File: config.mk
export PLATFORM = sky130hd
export DESIGN_NAME = pc
export DESIGN_NICKNAME = d
export VERILOG_FILES = /design/src/rtl/pc.sv
export SDC_FILE = /design/constraint.sdc
export NUM_CORES = 1
export LEC_CHECK = 0
export BUFFER_PORTS_ARGS = -buffer_cell sky130_fd_sc_hd__buf_4
export CAP_MARGIN = 20
export CORE_MARGIN = 3
export CORE_UTILIZATION = 50
export DETAILED_ROUTE_END_ITERATION = 10
export PLACE_DENSITY = 0.74
export RECOVER_POWER = 25
export SYNTH_ARGS = -nofsm -noshare
export SYNTH_HDL_FRONTEND = slang
export SYNTH_SLANG_ARGS = --single-unit
File: constraint.sdc
create_clock -name clk -period 9.8 [get_ports clk]
set_input_delay 0.49 -clock clk [delete_from_list [all_inputs] [get_ports clk]]
set_output_delay 0.49 -clock clk [all_outputs]
set_load 0.005 [all_outputs]
File: src/rtl/pc.sv
// Program counter at the head of the IF stage: steps by PC_STEP or takes a conditional branch.
// Optional macro PC_PLUS4_OUT_EN adds the pc_plus4 output for link-register use.
module pc #(
    parameter logic [31:0] RESET_ADDR   = 32'h0000_0000,
    parameter int unsigned PC_STEP      = 4,
    parameter int unsigned OFFSET_SHIFT = 2
) (
    input  logic        clk,
    input  logic        reset,
    input  logic        SaltoCond,
    input  logic [31:0] extSigno,
    input  logic        oZero,
`ifdef PC_PLUS4_OUT_EN
    output logic [31:0] pc_plus4,
`endif
    output logic [31:0] direinstru
);

    logic [31:0] pc_q;
    logic [31:0] pc_plus;
    logic [31:0] branch_target;
    logic        taken;

    // The shift drops the top bits of extSigno; the add wraps modulo 2^32.
    always_comb begin
        pc_plus       = pc_q + PC_STEP;
        branch_target = pc_plus + (extSigno << OFFSET_SHIFT);
        taken         = SaltoCond & oZero;
    end

    always_ff @(posedge clk) begin
        if (reset) begin
            pc_q <= RESET_ADDR;
        end else if (taken) begin
            pc_q <= branch_target;
        end else begin
            pc_q <= pc_plus;
        end
    end

    assign direinstru = pc_q;

`ifdef PC_PLUS4_OUT_EN
    assign pc_plus4 = pc_plus;
`endif

endmodule

==> results of run 1 <==
## metal layers
| layer | GRT usage | up-vias | share of wire |
|---|---|---|---|
| met1 | 0.335 | 1516 | 0.47 |
| met5 | 0 | - | 0 |
| met4 | 0.0662 | 0 | 0.011 |
| met2 | 0.418 | 80 | 0.46 |
| met3 | 0.0403 | 8 | 0.059 |
| li1 | - | 1646 | - |
## kinds of logic (layout without fill, tap and decap cells)
| group | count (synthesis) | count (layout) | synth area share |
|---|---|---|---|
| AOI/OAI and AO/OA | 112 | 112 | 0.235 |
| xor gates and xnor gates | 48 | 48 | 0.132 |
| adders and majority gates | 38 | 38 | 0.152 |
| buffers and inverters | 26 | 82 | 0.0331 |
| DFF | 30 | 30 | 0.189 |
| other | 1 | 2 | 0.00118 |
| and+or+nand+nor | 169 | 169 | 0.257 |
## worst max-delay path: cells and delay by family, from the launching register on
kind            cells  cell delay, ps
compound gates      3             610
xor+xnor            1             290
fa+ha+maj           1             390
flops               1             430
simple gates       10            2290
## power by group through the flow
stage | clock network (uW) | logic (uW) | registers [uW]
after floorplan | 0 | 125 | 148
after global placement | 0 | 178 | 149
after detailed placement | 0 | 181 | 150
after CTS | 110 | 183 | 147
after global routing | 115 | 203 | 149
final | 109 | 184 | 147
## area by class of cell
cell class,count,share of cell area
Clock inverter,1,0.00132
Sequential cell,30,0.159
Tap cell,75,0.0248
Inverter,10,0.00994
Multi-Input combinational cell,369,0.656
Timing Repair Buffer,64,0.126
Clock buffer,7,0.0229
## how the worst max path moves through the flow
| stage | slack [ps] | end | start | cells after the start |
|---|---|---|---|---|
| final | 5670 | direinstru[31] | direinstru[10] | 15 |
| after global routing | 5430 | direinstru[31] | direinstru[4] | 15 |
| after CTS | 5680 | direinstru[31] | direinstru[10] | 15 |
| after detailed placement | 5700 | direinstru[31] | direinstru[10] | 15 |
| after global placement | 5820 | direinstru[31] | direinstru[10] | 15 |
| after floorplan | 6210 | direinstru[31] | direinstru[10] | 15 |
## stage by stage
step,std cells,power [uW]
after CTS,556,439
after floorplan,425,273
after global placement,548,327
final,556,439
after detailed placement,548,330
after global routing,556,467
## cell usage in the layout (no fill, tap or decap), drive strengths merged, types with 4 or more instances in the layout
cell,synthesis,routed
nor2,50,50
buf,2,50
nand2,48,48
ha,37,37
xnor2,32,32
dfxtp,30,30
a21oi,29,29
nand3,21,21
clkbuf,14,21
a211oi,18,18
a21o,18,18
xor2,16,16
o21ai,16,16
nand4,13,13
nor3,11,11
inv,10,10
and3,8,8
o21bai,6,6
nor2b,5,5
nor4,4,4
a31oi,4,4
a221o,4,4
==> results.md, run 1 <==
Worst setup path:
- The path depth of the worst reg2reg path is 15.
- In this run the worst path has a maximum fanout of 8.
- STA puts the critical path data arrival time at about 4300 ps.
- The worst register-to-register path has a setup slack of between 5000 and 6000 ps.
- The largest stage delay on the critical path is about 460 ps.
- The type of the setup path with the least slack is reg2reg.
- The terminus of the critical flop-to-flop path is direinstru[31].
- Data on the critical path is required at its endpoint by about 10000 ps.
- The category of the worst setup path capture point is a flip-flop.
- The largest individual stage delay along the critical path comes from the cell or4_1.
- Walking the worst path, the cells encountered are and4_1 > and3_4 > nand4_4 > nor2_1 > nand3_1 > xnor2_1 > ha_1 > a21o_1 > a21o_1 > a21oi_1 > and2_1 > nand4_1 > and3_1 > or4_1 > and3_1.
- The worst setup path is launched from a flip-flop.
- The reg-to-reg critical path startpoint is direinstru[10].

Route:
- In the final routed layout, each cell accounts on average for 16.2 um.
- The average via count per standard cell is 5.85.
- The remaining design rule violation count is 0.
- The total via count after detailed routing is approximately 3.3k.
- The DRC violation total after the first TritonRoute iteration is roughly 190.
- The number of detailed-routing iterations run before antenna repair is 4.
- The post-detailed-routing wire length is approximately 9 mm.
- The number of nets still failing antenna checks after routing is 0.

Timing:
- The count of endpoints failing setup in the final report is 0.
- The actual slew at the worst max-slew pin is between 900 and 1000 ps.
- Headroom to the max-slew limit came out at 0.353.
- The final worst slack is between 5000 and 6000 ps.
- The number of endpoints with negative hold slack in the final report is 0.
- The final total negative setup slack is 0 ps.
- The worst-case hold slack is between 500 and 600 ps.
- The achievable frequency is 0.242 GHz.
- The number of pins exceeding their max-slew limit in the final report was 0.
- The part of the cycle the worst path needs is 0.421.
- The final critical-path required period is a little over 4000 ps.
- Setup repair after global routing left no endpoint under its margin.
- The clock arrives with approximately 8.6 ps of skew.

Placement:
- The wire-length estimate of the detail-placed layout is around 7.0 mm.
- The final RePlAce weighted congestion is slightly above 0.9.
- During placement, the flow inserted port buffers numbering 63.
- Prior to clock tree synthesis, the placed netlist has a worst setup slack of 5700 ps.
- After detailed placement, the total cell area comes to ~0.0037 mm2.

Clocking:
- TritonCTS built the clock tree.
- The number of buffers inserted by post-CTS setup repair is 0.
- The clock net in this run drives a total of 30 sinks.
- The worst-case clock buffer depth is 2.
- In this run, post-CTS hold repair placed 0 buffers.
- The number of instances resized during post-cts repair is 0.
- The root buffer cell chosen for the clock tree is clkbuf_8.
- In this run the number of H-tree levels came out at 2.
- Clock latency on the worst-skew pair, taken at its later pin, is a little under 300 ps.
- The CTS clock-pin slew for the worst setup and hold paths is 70 ps.
- In this run, CTS created clock tree buffers numbering 5.

Logic synthesis:
- A synthesized cell averages roughly 7.5 um2.
- Counting instances in the post-synthesis netlist gives the leading cell types as 50 x nor2_1, 48 x nand2_1, 37 x ha_1, 32 x xnor2_1, 30 x dfxtp_1.
- After synthesis, the cell types taking the most area are dfxtp_1 19%, ha_1 15%, xnor2_1 8.8%, nor2_1 5.9%, nand2_1 5.7%.
- The number of storage elements in the synthesis netlist is 30.
- The most common cell in the synthesized netlist is nor2_1.
- The most used flip-flop cell after synthesis is dfxtp_1.
- The most area-hungry cell type in the Yosys netlist is dfxtp_1.
- The mapped netlist covers 0.00318 mm2.
- The number of enable flip-flop cells after synthesis is 0.
- The proportion of register bits with asynchronous set or reset after synthesis is 0.
- For this run, the number of Yosys warnings is 0.
- The share of the yosys chip area belonging to registers is 0.189.
- Synthesis instantiated 48 different standard cells from the library.
- The share of synthesized area in the top cell type comes to 0.189.
- The number of instances in the synthesized netlist is 424.

Hold path:
- The number of cells traversed by the worst hold path is 2.
- The launch point of the worst hold path is reset.
- The worst hold path terminates at direinstru[3].
- The path category of the worst min-delay check is in2reg.

Die:
- The vertical extent of the die is roughly 86 um.
- The area of the die is approximately 0.0074 mm2.
- The standard cell core area is approximately 0.006 mm2.
- In this run the core area contains 28 standard-cell rows.
- The I/O pin count is 68.
- The die is around 86 um wide.
- The initial standard-cell utilization of the core is 0.528.

Cells and area:
- The multi-input combinational cells in the finished layout cover a total of between 0.002 and 0.0025 mm2.
- The share of layout cells above drive strength 1 is 0.156.
- The number of flip-flops in the largest register is 30.
- The final net count is 554.
- The area overhead of the layout relative to synthesis is 18.8%.
- The post-route cell area is between 0.003 and 0.004 mm2.
- After filler insertion, the fill cell instance count of the layout stands at about 570.
- The post-route core utilization is 0.627.
- The repair_antennas step left the layout with diodes totalling 0.
- The register area is between 600 and 700 um2.

Power:
- The static power due to leakage is around 0.0018 uW.
- The share of total power in the clock network is 0.248.
- The internal power is between 200 and 300 uW.
- The share of total power dissipated in sequential elements is 0.334.
- The share of total power dissipated in combinational logic is 0.418.
- Across the VDD grid, the largest voltage drop is between 60 and 70 uV.
- The net switching component of the power is between 150 and 200 uW.
- The power density of the placed cells is 116 mW/mm2.
- Of the total power, the share spent switching nets is 0.378.

Flow run:
- The reported max-cap violation count is 0.

Global routing:
- The initial antenna violation count was 0.
- The total congestion overflow after global routing is 0.
- The via count of the first global-routing pass is roughly 3.2k.
- The pin count of the biggest net entering global routing is 35.
- The total global-route track usage is 0.251.
- The first global-routing pass estimated 14.9 mm of wire.

Run status:
- The run finished with clean final reports.
No activity file was read; power rests on OpenSTA's default activity.
==> inputs of run 2 (changes only) <==
- clock period: 9.8 -> 4.1 ns (I/O delays scaled with it)
==> run 2 against run 1 <==
Worst setup slack got worse by 5500 ps; via count fell by 0.40%; clock skew fell by 2.3 ps; cell area rose by 1.4%; critical endpoint unchanged; largest power group unchanged.
==> results.md, run 2 (synthesis gave the netlist of run 1 again) <==
Hold path:
- The path category of the worst min-delay check is in2reg.

Die:
- The I/O pin count is 68.
- The vertical extent of the die is 85.7 um.
- The horizontal die dimension is about 86 um.
- The initial utilization of the core area, before any placement, comes to 0.528.
- The core region is roughly 0.0060 mm2.
- Row generation in the floorplan step produced 28 rows.
- The floorplan step defined a die boundary enclosing approximately 0.0074 mm2.

Cells and area:
- The number of standard cells in the layout, taps in and fillers out is 557.
- After the last flow step, the layout net total stands at 555.
- The library cell used most frequently in the layout, excluding fill and tap cells, is buf_4.
- The area overhead of the layout relative to synthesis is 20.5%.
- The share of layout cells above drive strength 1 is 0.176.
- In the layout the commonest cells are 52 x buf_4, 48 x nand2_1, 47 x nor2_1.
- For this run, the share of the core covered by cells in the final layout is 0.636.
- The register with the most flip-flops in the layout has 30 of them.
- The number of diodes added for antenna fixing is 0.

Placement:
- The HPWL after detailed placement is 7.01 mm.
- The worst setup slack after placement is between 100 and 150 ps.
- Input and output buffers added on the ports amount to between 60 and 70.
- The congestion estimate from routability-driven global placement came to 0.956.
- The number of placed cells counting well taps is 549.

Worst setup path:
- The worst setup path is launched from a flip-flop.
- The required time of the critical path is roughly 4300 ps.
- The category of the worst setup path capture point is a flip-flop.
- Broken down by cell family, the worst path's largest delay share belongs to simple AND/OR/NAND/NOR gates.
- On the worst path, the slowest cell contributes a delay of approximately 450 ps.
- The type of the setup path with the least slack is reg2reg.
- Across all register-to-register paths, the minimum setup slack is between 200 and 250 ps.
- The cell at the slowest stage of the critical path is or4_1.
- The endpoint arrival time on the critical path is 4080 ps.
- The signal on the critical path passes through and4_1 > and3_4 > nand4_4 > nor2_4 > nand3_1 > xnor2_2 > ha_2 > a21o_1 > a21o_1 > a21oi_1 > and2_1 > nand4_1 > and3_1 > or4_1 > and3_1.
- The number of buffers and inverters on the critical path is 0.
- The maximum fanout count along the critical path is 8.

Route:
- The DRC violation total after the first TritonRoute iteration is around 150.
- Summing over every cut layer, the via total after detailed routing is between 3k and 4k.
- For this block, the routed nets add up to around 9 mm of wire.
- In the final routed layout, each cell accounts on average for around 16 um.
- The detail route stage leaves a number of antenna-violating nets equal to 0.
- The remaining design rule violation count is 0.
- The average via count per standard cell is about 5.8.
- The number of detailed-routing iterations run before antenna repair is 4.

Global routing:
- The first-pass GRT wire length is about 14 mm.
- The via count of the first global-routing pass is approximately 3.1k.
- The initial antenna violation count is 0.
- For this run, the total global-route usage over all layers was measured as 0.245.
- The pin count of the biggest net entering global routing is 35.
- Summed over all layers, the global routing overflow is 0.

Clocking:
- The number of H-tree branching levels is 2.
- The library cell used as clock root buffer is clkbuf_8.
- The number of buffers inserted by post-CTS setup repair is 0.
- The clock net sink count is 30.
- At the later pin of the worst-skew pair, clock insertion delay measures just under 300 ps.
- The number of buffers added by the clock tree synthesis step is 5.
- The CTS clock-pin slew for the worst setup and hold paths is about 70 ps.
- The worst-case clock buffer depth is 2.
- The TritonCTS clock tree is built.

Timing:
- The tightest slew margin relative to the limit is 0.372.
- The part of the cycle the worst path needs is 0.949.
- The largest clock skew in the final design is around 6.3 ps.
- For the pin with the worst max-slew slack, the measured transition is ~940 ps.
- Setup repair after global routing left no endpoint under its margin.
- The number of pins exceeding their max-slew limit in the final report is 0.
- The number of endpoints with negative hold slack in the final report is 0.
- Adding up every negative setup slack in the final design gives 0 ps.
- The final worst slack is ~210 ps.
- Setup violations remaining at the end of the flow were counted as 0.
- The achievable frequency is about 0.26 GHz.
- The final critical-path required period is 3890 ps.
- The tightest hold path in the finished design has a slack of between 200 and 300 ps.

Flow run:
- The tool flagged a number of max-cap violations equal to 0.

Power:
- The power density of the placed cells is about 270 mW/mm2.
- For this design the static power due to leakage is approximately 0.0018 uW.
- IR analysis of the VDD net gives a maximum drop of between 150 and 200 uV.

Run status:
- The run finished with clean final reports.
-- run 2: cell types whose count changed in the layout (fill, tap and decap cells not counted), moves of 2 or more --
| cell | previous run | this run |
|---|---|---|
| buf_4 | 50 | 52 |
| ha_1 | 37 | 35 |
| nor2_1 | 50 | 47 |
| nor2_2 | 0 | 2 |
| ha_2 | 0 | 2 |
-- run 2: worst paths after layout --
path	cells past startpoint	to	start
hold reg to reg	3	direinstru[28]	direinstru[28]
setup / recovery	15	direinstru[31]	direinstru[11]
hold / removal	2	direinstru[3]	reset
setup reg to reg	15	direinstru[31]	direinstru[11]
-- run 2: cell type report --
| type | instances | area [um2] |
|---|---|---|
| inverters | 10 | 37.5 |
| clock inverters | 1 | 5.00 |
| repair buffers | 65 | 488 |
| well taps | 75 | 93.8 |
| flip-flops and latches | 30 | 602 |
| clock buffers | 7 | 86.3 |
| multi-input cells | 369 | 2520 |
| fillers | 560 | 2200 |
-- run 2: where the power goes --
group	internal (uW)	switching, uW	total (uW)
clock network	136	122	258
logic	202	237	439
registers	318	32.9	351
-- run 2: metrics by stage --
stage          power, uW  instance area [um2]
3_5_place_dp         788                 3700
5_1_grt             1120                 3830
4_1_cts             1050                 3790
3_3_place_gp         785                 3700
6_report            1050                 3830
2_1_floorplan        653                 3180
-- run 2: layer usage --
metal	vias up	global-route usage	routed length, um	part of all wire
met5	-	0	0	0
met3	13	0.0259	522	0.059
li1	1646	-	-	-
met2	97	0.388	4050	0.46
met4	0	0.0777	153	0.017
met1	1481	0.348	4140	0.47
-- run 2: worst reg2reg max path: stages (launching register included) --
cell and delay, ps:
dfxtp_1 400, and4_1 270, and3_4 240, nand4_4 220, nor2_4 180, nand3_1 140
xnor2_2 200, ha_2 350, a21o_1 200, a21o_1 170, a21oi_1 230, and2_1 210
nand4_1 140, and3_1 210, or4_1 450, and3_1 180
-- run 2: timing repair --
action	in CTS	in global routing
setup endpoints to repair	0	5
resized for setup	0	10
hold buffers	0	0
